$ cat src/rtl/clip_controller.sv
// Sequencing core of the clip recorder: turns synchronized button pulses into
// sample-rate record/playback accesses on a two-clip memory.
module clip_controller #(
    parameter int ADDR_W   = 10,
    parameter int TICK_DIV = 3125
) (
    input  logic              clock,
    input  logic              reset,
    input  logic              resetButtonSync,
    input  logic              PlaySync,
    input  logic              RecordSync,
    input  logic              ClipNumPlaySync,
    input  logic              ClipNumRecordSync,
    input  logic [7:0]        micSample,
    output logic [ADDR_W:0]   memAddr,
    output logic              memWe,
    output logic              memRe,
    output logic [7:0]        memWData,
    input  logic [7:0]        memRData,
    output logic [7:0]        speakerSample,
    output logic              speakerValid,
    output logic              playClip,
    output logic              recordClip,
    output logic [1:0]        clipValid,
    output logic              busy
);

    localparam int TICK_W = $clog2(TICK_DIV);

    typedef enum logic [1:0] {
        IDLE   = 2'd0,
        RECORD = 2'd1,
        PLAY   = 2'd2
    } stateT;

    stateT              stateReg, stateNext;
    logic [TICK_W-1:0]  tickReg, tickNext;
    logic [ADDR_W-1:0]  addrReg, addrNext;
    logic               activeClipReg, activeClipNext;
    logic               playClipReg, playClipNext;
    logic               recordClipReg, recordClipNext;
    logic [1:0]         clipValidReg, clipValidNext;
    logic               rdPendReg;
    logic [7:0]         heldSampleReg;
    logic               lastAddr;

    assign lastAddr = (addrReg == {ADDR_W{1'b1}});

    // Control state register.
    always_ff @(posedge clock or posedge reset) begin
        if (reset) begin
            stateReg      <= IDLE;
            tickReg       <= '0;
            addrReg       <= '0;
            activeClipReg <= 1'b0;
            playClipReg   <= 1'b0;
            recordClipReg <= 1'b0;
            clipValidReg  <= 2'b00;
        end else begin
            stateReg      <= stateNext;
            tickReg       <= tickNext;
            addrReg       <= addrNext;
            activeClipReg <= activeClipNext;
            playClipReg   <= playClipNext;
            recordClipReg <= recordClipNext;
            clipValidReg  <= clipValidNext;
        end
    end

    // Next-state logic; the user reset button overrides every state.
    always_comb begin
        stateNext      = stateReg;
        tickNext       = tickReg;
        addrNext       = addrReg;
        activeClipNext = activeClipReg;
        playClipNext   = playClipReg;
        recordClipNext = recordClipReg;
        clipValidNext  = clipValidReg;
        if (resetButtonSync) begin
            stateNext      = IDLE;
            tickNext       = '0;
            addrNext       = '0;
            playClipNext   = 1'b0;
            recordClipNext = 1'b0;
            clipValidNext  = 2'b00;
        end else begin
            case (stateReg)
                IDLE: begin
                    if (ClipNumPlaySync) begin
                        playClipNext = ~playClipReg;
                    end else begin
                        playClipNext = playClipReg;
                    end
                    if (ClipNumRecordSync) begin
                        recordClipNext = ~recordClipReg;
                    end else begin
                        recordClipNext = recordClipReg;
                    end
                    // Record has priority over a simultaneous play request.
                    if (RecordSync) begin
                        stateNext                    = RECORD;
                        activeClipNext               = recordClipReg;
                        clipValidNext[recordClipReg] = 1'b0;
                        addrNext                     = '0;
                        tickNext                     = '0;
                    end else if (PlaySync && clipValidReg[playClipReg]) begin
                        stateNext      = PLAY;
                        activeClipNext = playClipReg;
                        addrNext       = '0;
                        tickNext       = '0;
                    end else begin
                        stateNext = IDLE;
                    end
                end
                RECORD, PLAY: begin
                    if (tickReg == TICK_W'(TICK_DIV - 1)) begin
                        tickNext = '0;
                    end else begin
                        tickNext = tickReg + TICK_W'(1);
                    end
                    if (tickReg == '0) begin
                        if (lastAddr) begin
                            stateNext = IDLE;
                            addrNext  = '0;
                            tickNext  = '0;
                            if (stateReg == RECORD) begin
                                clipValidNext[activeClipReg] = 1'b1;
                            end else begin
                                clipValidNext = clipValidReg;
                            end
                        end else begin
                            addrNext = addrReg + ADDR_W'(1);
                        end
                    end else begin
                        addrNext = addrReg;
                    end
                end
                default: begin
                    stateNext = IDLE;
                end
            endcase
        end
    end

    // Read-return path: data arrives the cycle after memRe and is then held.
    always_ff @(posedge clock or posedge reset) begin
        if (reset) begin
            rdPendReg     <= 1'b0;
            heldSampleReg <= 8'h00;
        end else begin
            rdPendReg <= memRe;
            if (rdPendReg) begin
                heldSampleReg <= memRData;
            end else begin
                heldSampleReg <= heldSampleReg;
            end
        end
    end

    assign busy          = (stateReg != IDLE);
    assign memWe         = (stateReg == RECORD) && (tickReg == '0) && !resetButtonSync;
    assign memRe         = (stateReg == PLAY) && (tickReg == '0) && !resetButtonSync;
    assign memAddr       = busy ? {activeClipReg, addrReg} : '0;
    assign memWData      = memWe ? micSample : 8'h00;
    assign speakerValid  = rdPendReg;
    assign speakerSample = rdPendReg ? memRData : heldSampleReg;
    assign playClip      = playClipReg;
    assign recordClip    = recordClipReg;
    assign clipValid     = clipValidReg;

endmodule
$ cat config.mk
export PLATFORM = sky130hd
export DESIGN_NAME = clip_controller
export DESIGN_NICKNAME = d
export VERILOG_FILES = /design/src/rtl/clip_controller.sv
export SDC_FILE = /design/constraint.sdc
export NUM_CORES = 1
export LEC_CHECK = 0
export ABC_AREA = 0
export CAP_MARGIN = 10
export CORE_UTILIZATION = 35
export CTS_BUF_LIST = sky130_fd_sc_hd__clkbuf_16
export CTS_CLUSTER_SIZE = 28
export DETAILED_ROUTE_END_ITERATION = 16
export GPL_TIMING_DRIVEN = 0
export HOLD_SLACK_MARGIN = 0.12
export SYNTH_ARGS = -nofsm -noshare
export SYNTH_HDL_FRONTEND = slang
export SYNTH_SLANG_ARGS = --single-unit
$ cat constraint.sdc
create_clock -name clock -period 5 [get_ports clock]
set_clock_uncertainty 0.15 [all_clocks]
set_input_delay 0.75 -clock clock [delete_from_list [all_inputs] [get_ports clock]]
set_output_delay 0.75 -clock clock [all_outputs]
set_load 0.02 [all_outputs]
==> results of run 1 <==
## through the flow
stage,cell area (sq um),hold WS [ns],utilization
floorplan,2320,0.325,-
global placement,2990,0.329,0.467
detailed placement,2990,0.334,0.467
CTS,3180,0.349,0.498
global route,3180,0.372,0.498
finish,3180,0.343,0.498
## state kept, by name, indices dropped and copies added (netlist names)
| name | count |
|---|---|
| tickReg | 12 |
| addrReg | 10 |
| heldSampleReg | 8 |
| clipValid | 2 |
| stateReg | 2 |
| activeClipReg | 1 |
| playClip | 1 |
| recordClip | 1 |
| speakerValid | 1 |
## power groups by stage
stage	clock network, W	logic, W	registers (W)
floorplan	0	0.0000544	0.000326
global route	0.000435	0.000110	0.000321
detailed placement	0	0.000100	0.000325
global placement	0	0.0000995	0.000325
CTS	0.000422	0.000101	0.000320
finish	0.000415	0.0000991	0.000320
## kinds of logic (layout without fill, tap and decap cells)
kind of cell,count (synthesis),after routing
AOI/OAI and AO/OA,59,59
xor gates and xnor gates,2,2
adders and majority gates,6,6
buffers and inverters,21,86
DFF,38,38
muxes,10,10
and+or+nand+nor,120,120
## area by class of cell
cell class / instances / area, sq um / area share
Timing Repair Buffer: 57 / 571 / 0.179
Buffer: 10 / 50.0 / 0.0157
Tap cell: 77 / 96.3 / 0.0303
Clock buffer: 5 / 125 / 0.0394
Multi-Input combinational cell: 197 / 1280 / 0.401
Clock inverter: 3 / 68.8 / 0.0216
Sequential cell: 38 / 951 / 0.299
Inverter: 11 / 41.3 / 0.0130
## synthesized netlist by cell type (all sizes together), types with 4 or more instances
| cell type | n |
|---|---|
| nor2b | 13 |
| nand2 | 37 |
| nand3 | 16 |
| nor2 | 17 |
| nor3 | 6 |
| buf | 6 |
| nand4 | 4 |
| mux2 | 10 |
| inv | 11 |
| and2 | 11 |
| clkbuf | 4 |
| a22oi | 4 |
| dfrtp | 38 |
| o31ai | 4 |
| ha | 6 |
| nand2b | 4 |
| a21oi | 9 |
| o21ai | 21 |
## final timing paths
check | end | slack [ns] | cells after the start
worst max-delay path | memWData[7] | 1.32 | 7
worst min-delay path | heldSampleReg[4] | 0.34 | 1
worst max register to register | tickReg[4] | 2.64 | 7
worst min register to register | heldSampleReg[4] | 0.34 | 1
max in group asynchronous | tickReg[5] | 3.38 | 2
min in group asynchronous | addrReg[3] | 0.81 | 2
## layer usage
metal,wire length (um),part of all wire,track usage
met2,2650,0.49,0.289
met5,0,0,0
met4,19,0.0035,0.0345
met3,279,0.051,0.0348
met1,2480,0.46,0.229
## worst max-delay path: stages, from the launching register on
cell             delay (ns)
dfrtp_1                0.43
inv_1                  0.08
ha_1                   0.15
nor4b_4                0.24
nand4_1                0.31
nor3b_2                0.49
and2_1                 0.19
clkdlybuf4s50_1        0.61
==> impl_metrics.py, run 1 <==
metrics = {
    "clocking": {
        "clockBufferDepth": 2,
        "clk_pin_slew_ns": 0.06,
        "cts_root_buf": "clkbuf_16",
        "cts_buffers": 5,
        "clock_latency_ns": 0.28,
        "cts_setup_buffers": 0,
        "htreeDepth": 2,
        "cts_tree": "built",
        "ctsHoldBuffers": 0,
        "clock-sinks": 38,
        "post_cts_resized": 0,
    },
    "layout": {
        "mostFrequentLayoutCells": "57 x clkdlybuf4s50_1, 38 x dfrtp_1, 36 x nand2_1, 17 x nor2_1, 15 x nand3_1",
        "layout_commonest_cell": "clkdlybuf4s50_1",
        "fill_cells": 604,
        "diodes": 0,
        "area_growth_pct": 37.1,
        "drive_gt1_frac": 0.118,
        "fin_nets": 349,
        "stdcell_count": 398,
    },
    "floorplan": {
        "die_w_um": 83.4,
        "io_pins": 58,
        "core_area_sq_mm": 0.00639,
        "die_h_um": 83.4,
        "start_util": 0.363,
        "fp-row-count": 29,
        "dieArea_sq_mm": 0.00695,
    },
    "yosys": {
        "synth_edf_count": 0,
        "synthDistinctLibCells": 53,
        "synth-async-reset-ratio": 1.00,
        "ys_seq_elements": 38,
        "synth-main-ff-cell": "dfrtp_1",
        "synthesis.nets": 285,
        "synth_simple_gate_area_share": 0.282,
        "seq_area_frac_synth": 0.410,
        "synth.largest_area_cell": "dfrtp_1",
        "syn_area_per_cell_sq_um": 9.06,
        "synthMuxAreaShare": 0.0502,
        "synth_top_family_by_area": "simple AND/OR/NAND/NOR gates",
        "yosysWarningCount": 0,
        "synth_area_sq_mm": 0.00232,
        "synth_area_leaders": "dfrtp_1 41%, nand2_1 5.8%, mux2_2 4.4%",
        "synth_xor_area_frac": 0.00756,
        "synthAdderAreaFrac": 0.0324,
        "synthCells": 256,
        "yosys.area.top_type_share": 0.410,
        "synth_compound_gate_area_share": 0.178,
    },
    "placed_design": {
        "io_buffers": 57,
        "gp_routability_congestion": 0.780,
        "hpwl_mm": 3.99,
        "dp_slack_ns": 1.32,
        "placed_cells": 390,
    },
    "global_routing": {
        "grt_max_degree": 39,
        "globalRouteTotalUtil": 0.172,
        "grt_first_pass_wirelength_mm": 9.89,
        "grt-ovfl-total": 0,
        "grt_pass1_vias": 2140,
        "antenna_found_initial": 0,
    },
    "route": {
        "via_count": 2120,
        "drc_errors": 0,
        "wl_per_cell_um": 13.7,
        "drt-vias-per-instance": 5.33,
        "postRouteAntennaNets": 0,
        "routed_wl_mm": 5.43,
        "drtPass1Iterations": 4,
        "drt-initial-drc-count": 77,
    },
    "pwr": {
        "power_frac_comb": 0.119,
        "clock_power_share": 0.498,
        "p_sw_w": 0.000189,
        "seq_power_share": 0.384,
        "totalPowerFinal_w": 0.000834,
        "swShare": 0.227,
        "leakagePower_nw": 1.31,
        "vdd_drop_max_mv": 0.149,
        "p_int_w": 0.000645,
        "powerDensity_mw_per_mm2": 262,
    },
    "sta": {
        "rsz0062_at_grt": "false",
        "setup_viol": 0,
        "period_share": 0.737,
        "drv_slew": 0,
        "hold_viol_final": 0,
        "period_needed_ns": 3.68,
        "clock.fmax_mhz": 271,
        "worst_slew_pin_slew_ns": 0.822,
        "setup_ws_ns": 1.32,
        "relSlewSlack": 0.451,
        "setup_tns_ns": 0,
    },
    "critical_path": {
        "endpoint_kind": "output port",
        "critPathLaunchType": "flop",
        "r2r-start": "stateReg[0]",
        "crit_path_max_fanout": 9,
        "crit_type": "reg2out",
        "critPathLaunch": "tickReg[0]",
        "arrival_ns": 2.78,
        "required_ns": 4.10,
    },
    "status": {
        "outcome": "complete, no violations",
    },
    "run": {
        "maxCapViolCount": 0,
    },
    "hold_path": {
        "hold_start": "heldSampleReg[4]",
        "hp-class": "reg2reg",
    },
}
Note: power is estimated with default switching activity, not from simulation.
==> inputs of run 2 (changes only) <==
==> constraint.sdc (replaced) <==
create_clock -name clock -period 3.8 [get_ports clock]
set_clock_uncertainty 0.15 [all_clocks]
set_input_delay 0.57 -clock clock [delete_from_list [all_inputs] [get_ports clock]]
set_output_delay 0.57 -clock clock [all_outputs]
set_load 0.02 [all_outputs]
==> results of run 2 <==
The final DEF is identical to that of run 1. Status: complete, no violations.
Among the figures that moved: setup slack after placement 1.32 ns -> 0.475 ns; setup slack after layout 1.32 ns -> 0.296 ns; register-to-register setup slack 2.64 ns -> 1.44 ns; total power 0.000834 W -> 0.00110 W; worst IR drop on VDD 0.149 mV -> 0.196 mV
